<file path="config.mk">
export PLATFORM = sky130hd
export DESIGN_NAME = reset_sequencer
export DESIGN_NICKNAME = d
export VERILOG_FILES = /design/src/rtl/reset_sequencer.sv
export SDC_FILE = /design/constraint.sdc
export NUM_CORES = 1
export LEC_CHECK = 0
export ABC_CLOCK_PERIOD_IN_PS = 5600
export CORE_ASPECT_RATIO = 0.6
export CORE_MARGIN = 2
export CORE_UTILIZATION = 54
export DETAILED_ROUTE_END_ITERATION = 12
export GPL_ROUTABILITY_DRIVEN = 0
export PLACE_DENSITY = 0.86
export SETUP_SLACK_MARGIN = 0.5
export SKIP_CTS_REPAIR_TIMING = 1
export SYNTH_ARGS = -nofsm -noshare
export SYNTH_HDL_FRONTEND = slang
export SYNTH_SLANG_ARGS = --single-unit
</file>
<file path="constraint.sdc">
create_clock -name clock -period 5.6 [get_ports clock]
set_input_delay 1.68 -clock clock [delete_from_list [all_inputs] [get_ports clock]]
set_output_delay 1.68 -clock clock [all_outputs]
set_load 0.005 [all_outputs]
</file>
<file path="src/rtl/reset_sequencer.sv">
// reset_sequencer: releases STAGES downstream blocks one at a time in order.
// Each release waits for a settle delay and then for that stage's ready
// feedback. The whole chain restarts on PLL lock loss, a forced restart, or
// a released stage dropping ready. A saturating restart count and a sticky
// timeout error are reported for the OSD/debug path.
//
// Stage handshake: stage_release[k] is the request and stage_done[k] the
// acknowledge. A release is never withdrawn except by a full-chain restart,
// and a stage's done must stay high for as long as its release is high;
// a done that falls while its release is high restarts the chain.
module reset_sequencer #(
    parameter int STAGES        = 2,
    parameter int DELAY_WIDTH   = 24,
    parameter int TIMEOUT_WIDTH = 24,
    localparam int CW = (STAGES > 1) ? $clog2(STAGES) : 1
) (
    input  logic                     clock,
    input  logic                     nreset,
    input  logic                     locked,
    input  logic [DELAY_WIDTH-1:0]   startup_delay,
    input  logic [TIMEOUT_WIDTH-1:0] timeout,
    input  logic                     force_restart,
    input  logic [STAGES-1:0]        stage_done,
    output logic [STAGES-1:0]        stage_release,
    output logic                     all_ready,
    output logic [CW-1:0]            current_stage,
    output logic [7:0]               restart_count,
    output logic                     error,
    output logic [1:0]               fsm_state
);

    typedef enum logic [1:0] {
        ST_IDLE      = 2'd0,
        ST_DELAY     = 2'd1,
        ST_WAIT_DONE = 2'd2,
        ST_RUN       = 2'd3
    } state_t;

    state_t                   state_q;
    logic                     locked_meta_q;
    logic                     locked_s_q;
    logic [DELAY_WIDTH-1:0]   dcnt_q;
    logic [TIMEOUT_WIDTH-1:0] tcnt_q;
    logic [CW-1:0]            k_q;
    logic [STAGES-1:0]        release_q;
    logic                     all_ready_q;
    logic [7:0]               restart_count_q;
    logic                     error_q;

    logic [STAGES-1:0]        lower_mask;
    logic [STAGES-1:0]        k_bit;
    logic                     done_k;
    logic                     k_last;
    logic                     ready_lost;
    logic                     restart_req;
    logic                     timeout_hit;
    logic [7:0]               restart_count_d;

    // Two-flop synchroniser for the asynchronous PLL lock.
    always_ff @(posedge clock) begin
        if (!nreset) begin
            locked_meta_q <= 1'b0;
            locked_s_q    <= 1'b0;
        end else begin
            locked_meta_q <= locked;
            locked_s_q    <= locked_meta_q;
        end
    end

    // Decode the current stage index into masks and the restart/timeout causes.
    always_comb begin
        lower_mask = '0;
        k_bit      = '0;
        for (int j = 0; j < STAGES; j++) begin
            if (j < int'(k_q)) lower_mask[j] = 1'b1;
            if (j == int'(k_q)) k_bit[j] = 1'b1;
        end
        done_k = |(stage_done & k_bit);
        k_last = (k_q == CW'(STAGES - 1));
        if (state_q == ST_RUN) begin
            ready_lost = !(&stage_done);
        end else begin
            ready_lost = ((stage_done & lower_mask) != lower_mask);
        end
        restart_req = (state_q != ST_IDLE) &&
                      (!locked_s_q || force_restart || ready_lost);
        timeout_hit = (state_q == ST_WAIT_DONE) &&
                      (timeout != '0) &&
                      (tcnt_q == timeout - TIMEOUT_WIDTH'(1));
        restart_count_d = (restart_count_q == 8'hFF) ? 8'hFF
                                                     : restart_count_q + 8'd1;
    end

    // Sequencer FSM with registered outputs; a restart or timeout overrides progress.
    always_ff @(posedge clock) begin
        if (!nreset) begin
            state_q         <= ST_IDLE;
            dcnt_q          <= '0;
            tcnt_q          <= '0;
            k_q             <= '0;
            release_q       <= '0;
            all_ready_q     <= 1'b0;
            restart_count_q <= 8'd0;
            error_q         <= 1'b0;
        end else begin
            if (timeout_hit) error_q <= 1'b1;
            if (restart_req || timeout_hit) begin
                state_q         <= ST_IDLE;
                release_q       <= '0;
                all_ready_q     <= 1'b0;
                k_q             <= '0;
                dcnt_q          <= '0;
                tcnt_q          <= '0;
                restart_count_q <= restart_count_d;
            end else begin
                case (state_q)
                    ST_IDLE: begin
                        release_q   <= '0;
                        all_ready_q <= 1'b0;
                        k_q         <= '0;
                        if (locked_s_q) begin
                            state_q <= ST_DELAY;
                            dcnt_q  <= startup_delay;
                        end
                    end
                    ST_DELAY: begin
                        if (dcnt_q == '0) begin
                            state_q   <= ST_WAIT_DONE;
                            release_q <= release_q | k_bit;
                            tcnt_q    <= '0;
                        end else begin
                            dcnt_q <= dcnt_q - DELAY_WIDTH'(1);
                        end
                    end
                    ST_WAIT_DONE: begin
                        if (done_k) begin
                            if (k_last) begin
                                state_q     <= ST_RUN;
                                all_ready_q <= 1'b1;
                            end else begin
                                k_q     <= k_q + CW'(1);
                                state_q <= ST_DELAY;
                                dcnt_q  <= startup_delay;
                            end
                        end else begin
                            tcnt_q <= tcnt_q + TIMEOUT_WIDTH'(1);
                        end
                    end
                    ST_RUN: begin
                        all_ready_q <= 1'b1;
                    end
                    default: begin
                        state_q <= ST_IDLE;
                    end
                endcase
            end
        end
    end

    assign stage_release = release_q;
    assign all_ready     = all_ready_q;
    assign current_stage = k_q;
    assign restart_count = restart_count_q;
    assign error         = error_q;
    assign fsm_state     = state_q;

endmodule

</file>
==> results of run 1 <==
area by class of cell:
type	instances	area share
flip-flops and latches	65	0.243
well taps	108	0.0252
inverters	21	0.0147
clock inverters	6	0.0168
multi-input cells	456	0.515
clock buffers	10	0.0446
repair buffers	76	0.141
cells by family after synthesis:
family          Yosys count  synth area share
xor+xnor                 49             0.100
compound gates          125             0.191
buf+inv                  52            0.0543
fa+ha+maj                10            0.0292
flops                    65             0.303
mux                       2           0.00496
simple gates            270             0.317
flip-flops by register name, indices dropped and copies added, names as in the netlist:
name and cells:
dcnt_q 24, tcnt_q 24, restart_count 8, fsm_state 2, stage_release 2, all_ready 1, current_stage 1, error 1
locked_meta_q 1, locked_s_q 1
cells in the mapped netlist (all sizes together) (3+ instances only):
cell      n  area share
nor2     89       0.078
dfxtp    65        0.30
nand2    54       0.047
a21oi    35       0.041
xnor2    27       0.055
nor3     26       0.032
o21ai    22       0.026
xor2     22       0.045
inv      21       0.018
clkbuf   17       0.015
nand3    15       0.018
buf      14       0.021
nand4    14       0.020
nor4     13       0.022
a31oi    12       0.019
o22ai    11       0.016
ha       10       0.029
or3      10       0.015
a211oi    7       0.012
and3      6      0.0088
or4       6       0.011
and2      5      0.0073
nand2b    5      0.0073
nor4b     5       0.010
a22oi     4      0.0070
nor3b     4      0.0070
o31ai     4      0.0070
or2       4      0.0058
or3b      4      0.0082
nand3b    3      0.0053
o211ai    3      0.0053
o2bb2ai   3      0.0061
per-stage QoR:
step | utilization | area, µm² | power, mW
floorplan | - | 4290 | 1.04
global placement | 0.645 | 5020 | 1.18
detailed placement | 0.645 | 5020 | 1.22
CTS | 0.687 | 5350 | 1.84
global route | 0.687 | 5350 | 1.96
finish | 0.687 | 5350 | 1.85
power groups by stage:
stage          logic (mW)  clock network [mW]  registers, mW
6_report            0.657               0.617          0.577
5_1_grt             0.732               0.641          0.583
4_1_cts             0.645               0.619          0.575
3_5_place_dp        0.634                   0          0.583
3_3_place_gp        0.607                   0          0.578
2_1_floorplan       0.467                   0          0.568
how the worst max path moves through the flow:
stage / cells past startpoint / to
6_report: 12 / tcnt_q[18]
3_3_place_gp: 10 / restart_count[7]
4_1_cts: 10 / tcnt_q[18]
3_5_place_dp: 10 / restart_count[7]
5_1_grt: 12 / tcnt_q[15]
2_1_floorplan: 12 / tcnt_q[10]
metal layers:
layer,up-vias,global-route usage
met2,228,0.450
met1,2117,0.393
met4,0,0.0714
met3,17,0.0727
li1,2170,-
met5,-,0
==> flow_metrics.tcl, run 1 <==
set metrics [dict create \
    dieArea_um2 8690 \
    arrival_ns 5.16 \
    wl_um 12200 \
    ys_seq_area_frac 0.303 \
    setup_viol 0 \
    switching_share 0.368 \
    ys_warn_count 0 \
    fin_ws_ns 0.657 \
    place_hpwl_um 8660 \
    multi_input_area_um2 2760 \
    p_comb_frac 0.355 \
    fp.dieW_um 119 \
    grt_pass1_wl_um 19800 \
    rr_endpoint "dcnt_q[10]" \
    wl_met3_um 1050 \
    finClkSkew_ns 0.00602 \
    setup_tns_ns 0 \
    fin_hold_ws_ns 0.442 \
    critPathTopFamily "compound AO/OA/AOI/OAI gates" \
    p_sw_uw 681 \
    syn_area_um2 4290 \
    hold_depth 1 \
    dp_cells 726 \
    routed.top_layer "met4" \
    power_frac_seq 0.312 \
    cts_max_path_buffers 2 \
    start_util 0.551 \
    reg2reg_slack_ns 1.73 \
    crit_fanout 22 \
    max_slew_margin 0.398 \
    layout.nets 693 \
    drc 0 \
    ff_latch_area_um2 1300 \
    grt_usage 0.285 \
    cp.buffers_inverters 3 \
    end_kind "register" \
    path_clk_slew_ns 0.06 \
    synth_area_per_cell_um2 7.48 \
    area_growth_pct 24.9 \
    slew_violations 0 \
    clock_sinks 65 \
    rows 25 \
    min_to "locked_s_q" \
    syn_nets 637 \
    detailedPlace.worstSlack_ns 0.291 \
    fmax_mhz 202 \
    hold_path_class "register to register" \
    layout_commonest_cell "nor2_1" \
    grt_pass1_vias 4168 \
    grt_max_degree 44 \
    synthCells 573 \
    coreArea_um2 7790 \
    required_ns 5.81 \
    status "finished, final reports clean" \
    finalNonFillerCells 742 \
    maxCapViolCount 0 \
    clk_latency_ns 0.33 \
    met2_length_um 5420 \
    ys_seq_elements 65 \
    vias 4532 \
    fin_crit_ns 4.94 \
    finalHoldViolCount 0 \
    antenna_left 0 \
    grt_setup_unrepaired "false" \
    h-tree-depth 3 \
    crit_type "primary input to register" \
    r2r_cells 8 \
    synth_edf_count 0 \
    cts-root-buf "clkbuf_16" \
    cp-start-kind "primary input" \
    drive_gt1_frac 0.0662 \
    cts_tree "done" \
    io_buffers 68 \
    hp-start "locked_meta_q" \
    final_cell_mix "89 x nor2_1, 68 x clkdlybuf4s50_1, 65 x dfxtp_1" \
    antenna_cells 0 \
    p_clk_frac 0.333 \
    grt_overflow_total 0 \
    fillers 646 \
    crit_chain "clkdlybuf4s50_1, inv_1, ha_1, nor3b_1, nand2_1, nor4_1, xnor2_1, a2111oi_2, a31oi_2, o211ai_1, buf_4, nor2_1" \
    ys_async_sr_fraction 0 \
    drt_iter0_markers 391 \
    power_density_nw_per_um2 346 \
    ios 69 \
    die_h_um 73.0 \
    tightest_slew_ns 0.903 \
    p_int_mw 1.17 \
    synth_cell_types 65 \
    critPathMaxStageDelay_ns 0.69 \
    crit_start "timeout[0]" \
    finalCritPeriodShare 0.883 \
    ys.flop_type "dfxtp_1" \
    viasPerCell 6.11 \
    irDropWorstVdd_mv 0.234 \
    slowest_stage "a2111oi_2" \
    rr_startpoint "dcnt_q[9]" \
    wire_per_inst_um 16.4 \
    firstDrtPassIters 6 \
    antenna_found_initial 0 \
    cts_made_buffers 9 \
    wl_met1_um 5580 \
    p_leak_nw 1.83 \
]
Note: power is estimated with default switching activity, not from simulation.
==> inputs of run 2 (changes only) <==
--- a/config.mk
+++ b/config.mk
@@ -13,7 +13,6 @@
 export GPL_ROUTABILITY_DRIVEN = 0
 export PLACE_DENSITY = 0.86
 export SETUP_SLACK_MARGIN = 0.5
-export SKIP_CTS_REPAIR_TIMING = 1
 export SYNTH_ARGS = -nofsm -noshare
 export SYNTH_HDL_FRONTEND = slang
 export SYNTH_SLANG_ARGS = --single-unit
==> results of run 2 <==
Final layout, timing and power as in run 1 (identical DEF).
